$ cat config.mk
export PLATFORM = sky130hd
export DESIGN_NAME = uart_cmd_parser
export DESIGN_NICKNAME = d
export VERILOG_FILES = /design/src/rtl/uart_cmd_parser.sv
export SDC_FILE = /design/constraint.sdc
export NUM_CORES = 1
export LEC_CHECK = 0
export CORE_MARGIN = 5
export CORE_UTILIZATION = 55
export DETAILED_ROUTE_END_ITERATION = 10
export PLACE_DENSITY = 0.76
export SYNTH_ARGS = -nofsm -noshare
export SYNTH_HDL_FRONTEND = slang
export SYNTH_SLANG_ARGS = --single-unit
$ cat constraint.sdc
create_clock -name clk -period 3.36 [get_ports clk]
set_clock_uncertainty 0.2 [all_clocks]
set_input_delay 0.336 -clock clk [delete_from_list [all_inputs] [get_ports clk]]
set_output_delay 0.336 -clock clk [all_outputs]
set_load 0.005 [all_outputs]
$ cat src/rtl/uart_cmd_parser.sv
// UART command frame parser: decodes HDR/CMD/payload/TRL frames, updates the
// operand dimension, launches runs and streams loaded operands into FIFO A or B.
module uart_cmd_parser #(
    parameter logic [7:0] HDR   = 8'hFE,
    parameter logic [7:0] TRL   = 8'hEF,
    parameter int         MAX_N = 7
) (
    input  logic       clk,
    input  logic       rst,
    input  logic       rx_interrupt,
    input  logic [7:0] rx_data,
    input  logic       full_A,
    input  logic       full_B,
    output logic       push_A,
    output logic       push_B,
    output logic [7:0] push_data,
    output logic [2:0] N,
    output logic       start,
    output logic       busy,
    output logic       frame_err
);

    localparam logic [7:0] CMD_SET_N  = 8'h01;
    localparam logic [7:0] CMD_START  = 8'h02;
    localparam logic [7:0] CMD_LOAD_A = 8'h03;
    localparam logic [7:0] CMD_LOAD_B = 8'h04;

    typedef enum logic [2:0] {S_IDLE, S_CMD, S_PAYLOAD, S_TAIL, S_PUSH} state_t;
    typedef enum logic [1:0] {OP_SET, OP_START, OP_LOAD_A, OP_LOAD_B} op_t;

    state_t     state;
    op_t        op;
    logic [2:0] len;
    logic [2:0] count;
    logic [2:0] idx;
    logic [7:0] buffer [MAX_N];

    logic       tgt_full;
    logic       load_go;
    logic       push_go;
    logic       push_last;
    logic [2:0] push_idx;
    logic       set_ok;

    // The first push is issued on the same edge that accepts TRL, so the
    // push path looks at both the TAIL acceptance and the PUSH state.
    always_comb begin
        tgt_full  = (op == OP_LOAD_B) ? full_B : full_A;
        load_go   = (state == S_TAIL) && rx_interrupt && (rx_data == TRL) &&
                    ((op == OP_LOAD_A) || (op == OP_LOAD_B));
        push_idx  = load_go ? 3'd0 : idx;
        push_go   = (load_go || (state == S_PUSH)) && !tgt_full;
        push_last = ({1'b0, push_idx} + 4'd1) == {1'b0, len};
        set_ok    = (buffer[0] != 8'd0) && (buffer[0] <= 8'(MAX_N));
    end

    always_ff @(posedge clk) begin
        if ((state == S_PAYLOAD) && rx_interrupt)
            buffer[count] <= rx_data;
    end

    always_ff @(posedge clk) begin
        if (!rst) begin
            state     <= S_IDLE;
            op        <= OP_SET;
            len       <= 3'd0;
            count     <= 3'd0;
            idx       <= 3'd0;
            N         <= 3'd5;
            push_A    <= 1'b0;
            push_B    <= 1'b0;
            push_data <= 8'd0;
            start     <= 1'b0;
            busy      <= 1'b0;
            frame_err <= 1'b0;
        end else begin
            push_A    <= 1'b0;
            push_B    <= 1'b0;
            start     <= 1'b0;
            busy      <= 1'b0;
            frame_err <= 1'b0;
            case (state)
                S_IDLE: begin
                    if (rx_interrupt && (rx_data == HDR))
                        state <= S_CMD;
                end
                S_CMD: begin
                    if (rx_interrupt) begin
                        count <= 3'd0;
                        if (rx_data == CMD_SET_N) begin
                            op    <= OP_SET;
                            len   <= 3'd1;
                            state <= S_PAYLOAD;
                        end else if (rx_data == CMD_START) begin
                            op    <= OP_START;
                            len   <= 3'd0;
                            state <= S_TAIL;
                        end else if (rx_data == CMD_LOAD_A) begin
                            op    <= OP_LOAD_A;
                            len   <= N;
                            state <= S_PAYLOAD;
                        end else if (rx_data == CMD_LOAD_B) begin
                            op    <= OP_LOAD_B;
                            len   <= N;
                            state <= S_PAYLOAD;
                        end else if (rx_data != HDR) begin
                            frame_err <= 1'b1;
                            state     <= S_IDLE;
                        end
                    end
                end
                S_PAYLOAD: begin
                    if (rx_interrupt) begin
                        count <= count + 3'd1;
                        if (({1'b0, count} + 4'd1) == {1'b0, len})
                            state <= S_TAIL;
                    end
                end
                S_TAIL: begin
                    if (rx_interrupt) begin
                        if (rx_data != TRL) begin
                            frame_err <= 1'b1;
                            state     <= S_IDLE;
                        end else begin
                            case (op)
                                OP_SET: begin
                                    if (set_ok)
                                        N <= buffer[0][2:0];
                                    else
                                        frame_err <= 1'b1;
                                    state <= S_IDLE;
                                end
                                OP_START: begin
                                    start <= 1'b1;
                                    state <= S_IDLE;
                                end
                                default: begin
                                    idx   <= 3'd0;
                                    busy  <= 1'b1;
                                    state <= (push_go && push_last) ? S_IDLE : S_PUSH;
                                end
                            endcase
                        end
                    end
                end
                S_PUSH: begin
                    // Bytes arriving while draining are dropped and flagged.
                    busy      <= 1'b1;
                    frame_err <= rx_interrupt;
                    if (push_go && push_last)
                        state <= S_IDLE;
                end
                default: state <= S_IDLE;
            endcase
            if (push_go) begin
                push_A    <= (op == OP_LOAD_A);
                push_B    <= (op == OP_LOAD_B);
                push_data <= buffer[push_idx];
                idx       <= push_idx + 3'd1;
            end
        end
    end

endmodule

==> metrics <==
worst-margin pin slew 598 ps; largest net degree at the start of global routing 22; Iteration-0 DRC Markers 250; Initial Util 56.8%; hold_ws 292 ps; Max Cap Viol 0; Adder-Cell Fraction of Synth Area 0.324%; compound-gate portion of the synthesized area 14.1%; Fin. Hold Viols 0; DR pass1 iterations 5; Worst-Skew Late Latency 350 ps; share of layout cells above drive strength 1 13.3%; DRC violations left 0; first-pass GRT wire length 14.4 mm; vias in the first global route 2,709; cell taking the most area after synthesis edfxtp_1; main combinational cell family by area after synthesis simple AND/OR/NAND/NOR gates; CTS Root Buffer Type clkbuf_8; Synth top cells by count edfxtp_1 (56), nand2_1 (31), dfxtp_1 (30), nor2_1 (22), mux2_2 (15); fin crit share 75.1%; Max-slew headroom 59.7%; Post-Synth XOR/XNOR Area 1.36%; CTS tree yes; antenna-violating nets left 0; register bit total from synthesis 86; Worst EP arrival 2610 ps; Post-Syn Nets 349; die height 93.7 microns; clk sinks 86; Synth top area share 43.6%; gr usage total 21.7%; Setup TNS 0 ps; Post-CTS Setup Repair Bufs 0; Final Instance Count excl. Fillers 472; Synth Area in Simple Gates 14.6%; area grow syn2layout 16.4%; Seq/Total Area, Yosys 59.2%; min-delay worst type flop to flop; Yosys warnings 0; RSZ-0062 raised after global routing no; crit-path max FO 9; mapped cell area 0.00386 sq mm; CTS hold repair buffers 0; Worst setup EP type flop; CTS H-tree depth 3; Max Slew Vio Count 0; Max Fclk 396 MHz; ranking of synthesized cells by area edfxtp_1 (44%), dfxtp_1 (16%), mux2_2 (4.4%); final net count 385; crit-path cells clkdlybuf4s50_1 -> nor4bb_1 -> o2111ai_1 -> a21oi_1 -> a22oi_1 -> nor2b_1; synthesized area per cell 11.5 sq um; leak pwr 0.00151 uW; die width 93.7 microns; Placer Congestion 0.840; drt via density 5.96; Die ar. 0.00879 sq mm; max incr delay on CP 640 ps; peak supply drop 0.000267 V; CTS clk-pin slew, worst paths 80 ps; I/O pin cnt 29; status finished, final reports clean; Synth cell types 51; number of port buffers 28; CP required 3450 ps; Routed WL per cell 18.9 microns; minimum clock period 2520 ps; FP Rows 30; asr flop ratio synth 0%; core area 0.00679 sq mm; Worst setup SP type input pin; Critical path buffers and inverters 1; Synth Flop Type edfxtp_1; Final setup violation count 0; mux cell area share after synthesis 6.98%; initial antenna violation count 0; Slowest-stage cell, CP clkdlybuf4s50_1; final wirelength 8.90 mm; post-CTS sizing 0; Crit path max-delay family compound AO/OA/AOI/OAI gates; Congestion Overflow GR 0; post-DP HPWL 6.21 mm; clock buffer depth 2; CTS Buf Count 9; CP Class input pin to flop; PwrDens 409 mW/mm^2; Post-synth EDFFs 56; most frequent cell after synthesis edfxtp_1; Post-Syn Instances 335; Placed Instances 456; ANT cells 0; vias post-DR 2,814
[cells in the final DEF, fill, tap and decap left out, types with 3 or more instances in the layout]
cell             Yosys  layout
edfxtp_1            56      56
nand2_1             31      31
dfxtp_1             30      30
clkdlybuf4s50_1      0      28
nor2_1              22      22
buf_4                0      20
mux2_2              15      15
o21ai_0             13      13
nor3_1              12      12
mux2i_1             10      10
a22oi_1             10      10
inv_1               10      10
clkbuf_8             0       9
a21oi_1              8       8
a31oi_1              8       8
nor2b_1              7       7
o32ai_1              6       6
nand2b_1             5       5
xnor2_1              5       5
nand4_1              5       5
a21o_1               5       5
o221ai_1             5       5
a221o_1              5       5
and2_1               4       4
nor3b_1              3       3
nand4b_1             3       3
a21boi_0             3       3
clkinv_2             0       3
[flip-flops by register name (all words and copies together), names as in the netlist, 2 cells and up]
register and count:
buffer 56, push_data 8, N 3, count 3, idx 3, len 3, state 3, op 2
[cell families (layout without fill, tap and decap cells)]
logic type	after synthesis	after routing
AND/OR/NAND/NOR	108	108
buffers and inverters	33	74
AO/OA/AOI/OAI	76	76
flip-flops	86	86
multiplexers	25	25
XOR/XNOR	6	6
adder cells (fa/ha/maj)	1	1
[where the power goes]
group	internal (uW)	leakage (uW)	switching, uW	total, uW
combinational	24.4	0.000672	33.3	57.7
sequential	1120	0.000745	0.0505	1120
clock	311	0.0000956	345	656
total	1460	0.00151	379	1840
[metal layers]
layer  routed length, microns  up-vias  GRT usage, %
met5                        0        -             0
met2                     4200      121          32.9
met1                     3930     1343          30.6
met3                      579       16          3.85
met4                      189        0          9.27
li1                         -     1334             -
[stage by stage]
| stage | total power, uW | util [%] | instance area, sq um | worst slack (ps) |
|---|---|---|---|---|
| after detailed placement | 1200 | 63.5 | 4310 | 536 |
| after CTS | 1850 | 66.1 | 4490 | 898 |
| after floorplan | 1170 | - | 3860 | 793 |
| final | 1840 | 66.1 | 4490 | 837 |
| after global routing | 1900 | 66.1 | 4490 | 643 |
| after global placement | 1200 | 63.5 | 4310 | 598 |
[worst reg2reg max path: stages, from the launching register on]
cell      delay [ps]
edfxtp_1         430
or4_1            520
or3_1            390
or4_1            520
mux2i_1          210
nor2b_1           60
[final cells by class]
type	instances	area, sq um
timing repair buffer	48	430
fill	508	2300
tap	96	120
multi-input combinational	216	1440
clock inverter	4	21.3
clock buffer	12	156
sequential	86	2280
inverter	10	37.5
[worst paths after layout]
kind	start	to	slack, ps	cells after the start
min	push_data[5]	push_data[5]	290	2
min reg2reg	push_data[5]	push_data[5]	290	2
max	rx_interrupt	len[2]	840	6
max reg2reg	buffer[0][6]	N[1]	940	5
Power figures use the tool's default switching activity.
